--- src/rtl/systolic_feeder_pkg.sv ---
// Shared types and defaults for the systolic array edge feeder.
// State encodings are fixed 3-bit values so other blocks can decode them.
package systolic_feeder_pkg;

  localparam int DEFAULT_DATA_WIDTH = 10;
  localparam int DEFAULT_N          = 4;

  typedef enum logic [2:0] {
    LOAD_A = 3'd0,
    LOAD_B = 3'd1,
    CLEAR  = 3'd2,
    STREAM = 3'd3,
    DONE   = 3'd4
  } feed_state_t;

  // True when lane `lane` carries a real operand at stream step t.
  function automatic logic skew_hit(input int t, input int lane, input int n);
    return (t >= lane) && ((t - lane) < n);
  endfunction

endpackage

--- src/rtl/feeder_matrix_buf.sv ---
// NxN operand register file: one synchronous write port, N combinational
// read ports addressed by (row,col). Contents are deliberately not reset.
module feeder_matrix_buf
  import systolic_feeder_pkg::*;
#(
  parameter int DATA_WIDTH = DEFAULT_DATA_WIDTH,
  parameter int N          = DEFAULT_N,
  localparam int AW        = $clog2(N*N),
  localparam int IW        = $clog2(N)
) (
  input  logic                           clk,
  input  logic                           we,
  input  logic [AW-1:0]                  waddr,
  input  logic [DATA_WIDTH-1:0]          wdata,
  input  logic [N-1:0][IW-1:0]           rd_row,
  input  logic [N-1:0][IW-1:0]           rd_col,
  output logic [N-1:0][DATA_WIDTH-1:0]   rd_data
);

  logic [DATA_WIDTH-1:0] mem [0:N*N-1];
  logic [N-1:0][AW-1:0]  raddr;

  always_ff @(posedge clk) begin
    if (we) begin
      mem[waddr] <= wdata;
    end
  end

  always_comb begin
    for (int p = 0; p < N; p++) begin
      raddr[p]   = AW'(int'(rd_row[p]) * N + int'(rd_col[p]));
      rd_data[p] = mem[raddr[p]];
    end
  end

endmodule

--- src/rtl/systolic_feeder.sv ---
// Buffers A then B from the load stream, clears the PE grid for one cycle, then
// streams both matrices diagonally skewed onto the west/north array edges.
module systolic_feeder
  import systolic_feeder_pkg::*;
#(
  parameter int DATA_WIDTH = DEFAULT_DATA_WIDTH,
  parameter int N          = DEFAULT_N
) (
  input  logic                    clk,
  input  logic                    rst,
  input  logic                    ld_valid,
  output logic                    ld_ready,
  input  logic [DATA_WIDTH-1:0]   ld_data,
  output logic [N*DATA_WIDTH-1:0] a_edge,
  output logic [N*DATA_WIDTH-1:0] b_edge,
  output logic                    pe_rst_n,
  output logic                    busy,
  output logic                    res_valid,
  input  logic                    res_ack
);

  localparam int LW     = $clog2(N*N);
  localparam int TW     = $clog2(3*N-2);
  localparam int IW     = $clog2(N);
  localparam int LAST_L = N*N - 1;
  localparam int LAST_T = 3*N - 3;

  feed_state_t    state_q, state_d;
  logic [LW-1:0]  lcnt_q, lcnt_d;
  logic [TW-1:0]  tcnt_q, tcnt_d;
  logic           ld_fire, a_we, b_we;

  logic [N-1:0][IW-1:0]         a_row, a_col, b_row, b_col;
  logic [N-1:0]                 a_hit, b_hit;
  logic [N-1:0][DATA_WIDTH-1:0] a_rd, b_rd;
  logic [N*DATA_WIDTH-1:0]      a_edge_d, b_edge_d;

  assign ld_fire = ld_valid && ld_ready;

  always_ff @(posedge clk or negedge rst) begin
    if (!rst) begin
      state_q <= LOAD_A;
      lcnt_q  <= '0;
      tcnt_q  <= '0;
    end else begin
      state_q <= state_d;
      lcnt_q  <= lcnt_d;
      tcnt_q  <= tcnt_d;
    end
  end

  always_comb begin
    state_d = state_q;
    lcnt_d  = lcnt_q;
    tcnt_d  = tcnt_q;
    a_we    = 1'b0;
    b_we    = 1'b0;
    unique case (state_q)
      LOAD_A: begin
        if (ld_fire) begin
          a_we = 1'b1;
          if (lcnt_q == LW'(LAST_L)) begin
            state_d = LOAD_B;
            lcnt_d  = '0;
          end else begin
            lcnt_d = lcnt_q + 1'b1;
          end
        end
      end
      LOAD_B: begin
        if (ld_fire) begin
          b_we = 1'b1;
          if (lcnt_q == LW'(LAST_L)) begin
            state_d = CLEAR;
            lcnt_d  = '0;
          end else begin
            lcnt_d = lcnt_q + 1'b1;
          end
        end
      end
      CLEAR: begin
        state_d = STREAM;
        tcnt_d  = '0;
      end
      STREAM: begin
        if (tcnt_q == TW'(LAST_T)) begin
          state_d = DONE;
        end else begin
          tcnt_d = tcnt_q + 1'b1;
        end
      end
      DONE: begin
        if (res_ack) begin
          state_d = LOAD_A;
          lcnt_d  = '0;
        end
      end
      default: begin
        state_d = LOAD_A;
        lcnt_d  = '0;
        tcnt_d  = '0;
      end
    endcase
  end

  // Skew addressing uses the next step count so the edge registers line up with the state.
  always_comb begin
    for (int p = 0; p < N; p++) begin
      a_hit[p] = skew_hit(int'(tcnt_d), p, N);
      b_hit[p] = a_hit[p];
      a_row[p] = IW'(p);
      a_col[p] = a_hit[p] ? IW'(int'(tcnt_d) - p) : '0;
      b_row[p] = b_hit[p] ? IW'(int'(tcnt_d) - p) : '0;
      b_col[p] = IW'(p);
    end
  end

  feeder_matrix_buf #(.DATA_WIDTH(DATA_WIDTH), .N(N)) u_buf_a (
    .clk     (clk),
    .we      (a_we),
    .waddr   (lcnt_q),
    .wdata   (ld_data),
    .rd_row  (a_row),
    .rd_col  (a_col),
    .rd_data (a_rd)
  );

  feeder_matrix_buf #(.DATA_WIDTH(DATA_WIDTH), .N(N)) u_buf_b (
    .clk     (clk),
    .we      (b_we),
    .waddr   (lcnt_q),
    .wdata   (ld_data),
    .rd_row  (b_row),
    .rd_col  (b_col),
    .rd_data (b_rd)
  );

  always_comb begin
    a_edge_d = '0;
    b_edge_d = '0;
    for (int p = 0; p < N; p++) begin
      if (state_d == STREAM && a_hit[p]) begin
        a_edge_d[p*DATA_WIDTH +: DATA_WIDTH] = a_rd[p];
      end
      if (state_d == STREAM && b_hit[p]) begin
        b_edge_d[p*DATA_WIDTH +: DATA_WIDTH] = b_rd[p];
      end
    end
  end

  // Outputs are registered from the next-state view so they always match state_q.
  always_ff @(posedge clk or negedge rst) begin
    if (!rst) begin
      ld_ready  <= 1'b1;
      busy      <= 1'b0;
      res_valid <= 1'b0;
      pe_rst_n  <= 1'b0;
      a_edge    <= '0;
      b_edge    <= '0;
    end else begin
      ld_ready  <= (state_d == LOAD_A) || (state_d == LOAD_B);
      busy      <= (state_d == CLEAR) || (state_d == STREAM);
      res_valid <= (state_d == DONE);
      pe_rst_n  <= (state_d != CLEAR);
      a_edge    <= a_edge_d;
      b_edge    <= b_edge_d;
    end
  end

endmodule

--- config.mk ---
export PLATFORM = sky130hd
export DESIGN_NAME = systolic_feeder
export DESIGN_NICKNAME = d
export VERILOG_FILES = /design/src/rtl/systolic_feeder_pkg.sv /design/src/rtl/feeder_matrix_buf.sv /design/src/rtl/systolic_feeder.sv
export SDC_FILE = /design/constraint.sdc
export NUM_CORES = 1
export LEC_CHECK = 0
export ABC_AREA = 1
export BUFFER_PORTS_ARGS = -buffer_cell sky130_fd_sc_hd__buf_4
export CORE_AREA = 3 3 196 198
export CTS_CLUSTER_DIAMETER = 30
export DETAILED_ROUTE_END_ITERATION = 7
export DIE_AREA = 0 0 199 201
export PLACE_DENSITY = 0.58
export SETUP_SLACK_MARGIN = 0.5
export SLEW_MARGIN = 20
export SYNTH_ARGS = -nofsm -noshare
export SYNTH_HDL_FRONTEND = slang
export SYNTH_SLANG_ARGS = --single-unit
--- constraint.sdc ---
create_clock -name clk -period 3.1 [get_ports clk]
set_input_delay 0.62 -clock clk [delete_from_list [all_inputs] [get_ports clk]]
set_output_delay 0.62 -clock clk [all_outputs]
set_load 0.05 [all_outputs]
==> impl_metrics.ini <==
[run_status]
status = complete, no violations

[final_layout]
num-nets-final = 1618
fin_cells = 2127
utilization_pct = 60.4
antenna_cells = 0
final_cell_area_mm2 = 0.0222
drive_above_1_share_pct = 29.4
areaGrowthSynthToFinish_pct = 35.0

[floorplanning]
die_x_um = 199
start_util_pct = 44.7
core-area_mm2 = 0.0367
die_h_um = 201
die_area_mm2 = 0.0400
ios = 98
std_cell_rows = 70

[cts]
ctsHtreeMaxLevel = 3
cts_tree = yes
cts_hold_buf = 0
clock_latency_ns = 0.58
cts_max_path_buffers = 3
cts_buffers = 82
cts.clk_slew.worst_paths_ns = 0.06
ctsRootBufferMaster = clkbuf_16
cts_sinks = 415

[placed_design]
dpl.hpwl_um = 21200
gp_congestion = 0.853
placed_cell_area_mm2 = 0.0180
portBuffers = 97
place_inst = 1919

[synthesis]
syn_inst = 1369
synth_mux_area_share_pct = 0
ys_seq_area_share_pct = 73.0
synth_nets = 1396
synth-edff-count = 320
avgSynthCellArea_um2 = 12.0
synth_top_cell_by_area = edfxtp_1
synth_xor_xnor_area_share_pct = 0.107
netlist.area_leader.share_pct = 58.5
ys_seq_elements = 415
synthTopCellsByArea = edfxtp_1 (59%), dfrtp_1 (14%), nor2_1 (4.7%)
synthSimpleGateAreaFrac_pct = 14.3
synth_compound_area_share_pct = 5.83
synth_cell_type_count = 32
synth_ff_type = edfxtp_1
syn_area_mm2 = 0.0164
synthArstFlopShare_pct = 22.9
synth_top_family_by_area = simple AND/OR/NAND/NOR gates
synth-adder-area-share_pct = 0.991
synth_warnings = 0

[timing]
period_needed_ns = 2.81
drv_slew = 0
worstMarginPinSlew_ns = 0.677
fin_crit_sh_pct = 90.6
max_freq_ghz = 0.356
skew_ns = 0.0173
rsz0062_at_grt = true
hold_viol_final = 0
maxSlewHeadroom_pct = 54.9
setup-violations-final = 0
setup_tns_ns = 0

[global_routing]
busiest_layer = met2
met3_usage_pct = 3.93
met1_usage_pct = 27.8
met2_usage_pct = 32.2
grt_max_degree = 62
globalRouteTotalUtil_pct = 20.3
antenna_found_initial = 0
grt_pass1_vias = 11200
grt_overflow_total = 0
grt_pass1_wl_um = 62900

[worst_setup_path]
cp_max_fo = 7
path_cells = inv_2 > buf_4 > buf_4 > buf_4 > buf_4 > o22ai_4 > inv_2 > buf_4 > ha_1 > nand3_2 > nand4_1 > nand2_4 > nand3_4 > buf_6 > buf_12 > nor2_4 > nand2_1 > a21oi_2
crit_top_cell = buf_4
worst-setup-path-type = reg2reg
r2r_cells = 18
endpoint_kind = flip-flop
critPathSlowestCell = dfrtp_1
arrival_ns = 3.32
r2r-start = tcnt_q[1]$_DFF_PN0_
reg2reg_to = a_edge[13]$_DFF_PN0_
cp_num_buf_inv = 9
max_stage_delay_ns = 0.37
crit_family = buffers and inverters
cp.required_ns = 3.61
cp-start-kind = flip-flop
r2r_slack_ns = 0.29

[power]
worst_ir_drop_vdd_mv = 0.537
p_per_area_mw_per_mm2 = 1040
p_total_mw = 22.9
p_leak_nw = 9.26

[routing]
vias_per_cell = 5.27
vias = 11200
drcViolationCount = 0
drt-total-wl_um = 42100
drt-initial-drc-count = 826
ant_nets = 0
dr.pass1.iters = 5
wl_per_cell_um = 19.8

[min_path]
hold_path_class = in2async

[job]
drv_cap = 0
power breakdown:
group / internal, mW / switching [mW] / leakage [nW]
logic: 2.83 / 4.57 / 3.66
clock network: 6.08 / 2.92 / 1.42
registers: 6.40 / 0.158 / 4.18
total: 15.3 / 7.64 / 9.26
worst reg2reg max path: cells and delay by family, from the launching register on:
kind	cells	cell delay [ns]
adder cells (fa/ha/maj)	1	0.21
AND/OR/NAND/NOR	6	0.74
flip-flops	1	0.37
buffers and inverters	9	1.10
AO/OA/AOI/OAI	2	0.29
layout by cell type (no fill, tap or decap), types with 7 or more instances in the layout:
cell       count
inv_6          7
o211ai_1      20
o21ai_1       38
nor2_1       190
clkinv_4       8
nand3_1       75
clkbuf_16     95
a21oi_2       39
inv_1        158
nand4_1       83
or2_2         20
bufinv_16      9
buf_6         13
o21ai_0       23
ha_1           8
buf_4        174
dfrtp_1       92
nor2_2        13
nand3_2        9
edfxtp_1     320
clkinv_2      14
buf_12        13
a21oi_1       41
nand2_1      106
clkbuf_1       9
logic make-up after synthesis:
family                   after synthesis
AND/OR/NAND/NOR                      519
flip-flops                           415
buffers and inverters                245
AO/OA/AOI/OAI                        175
adder cells (fa/ha/maj)               13
XOR/XNOR                               2
repair_timing:
action | in CTS | in global routing
resized for setup | 86 | 77
cloned | 6 | 8
pin swaps | 28 | 19
setup endpoints to repair | 80 | 80
setup buffers | 32 | 10
synthesized netlist by cell type, types with 2 or more instances:
library cell  count
a21oi_1          83
buf_1             4
buf_2            17
clkbuf_1         56
dfrtp_1          94
edfxtp_1        320
ha_1             13
inv_1           164
inv_2             3
nand2_1         111
nand2_2           4
nand3_1          88
nand4_1          83
nor2_1          207
nor3_1            2
o211ai_1         20
o21ai_0          25
o21ai_1          41
or2_2            20
xor2_1            2
worst max path at each step:
| stage | startpoint | to | cells after the start |
|---|---|---|---|
| 2_1_floorplan | tcnt_q[1]$_DFF_PN0_ | a_edge[10]$_DFF_PN0_ | 20 |
| 3_3_place_gp | tcnt_q[1]$_DFF_PN0_ | b_edge[15]$_DFF_PN0_ | 18 |
| 3_5_place_dp | tcnt_q[1]$_DFF_PN0_ | a_edge[13]$_DFF_PN0_ | 18 |
| 4_1_cts | tcnt_q[1]$_DFF_PN0_ | b_edge[18]$_DFF_PN0_ | 18 |
| 5_1_grt | state_q[0]$_DFF_PN0_ | b_edge[17]$_DFF_PN0_ | 15 |
| 6_report | tcnt_q[1]$_DFF_PN0_ | a_edge[13]$_DFF_PN0_ | 18 |
area by class of cell:
cell class	count	area [µm²]
Clock buffer	103	2320
Clock inverter	49	562
Fill cell	2786	14500
Inverter	168	642
Multi-Input combinational cell	709	3980
Sequential cell	415	12000
Tap cell	468	586
Timing Repair Buffer	215	2080
stage by stage:
stage / setup slack [ns] / hold slack, ns
floorplan: 0.508 / 0.324
global route: 0.235 / 0.0696
global placement: 0.210 / 0.512
CTS: 0.442 / 0.0399
detailed placement: 0.132 / 0.523
finish: 0.290 / 0.0282
flip-flops by register name (all words and copies together) (netlist names):
signal	count
u_buf_a.mem	160
tcnt_q	4
b_edge	40
a_edge	40
lcnt_q	4
state_q	3
u_buf_b.mem	160
res_valid	1
ld_ready	1
pe_rst_n	1
busy	1
per-layer routing:
metal | up-vias | share of wire [%]
met3 | 87 | 6.2
met4 | 0 | 2.6
met2 | 387 | 49
met5 | - | 0
li1 | 5206 | -
met1 | 5539 | 42
Power figures use the tool's default switching activity.
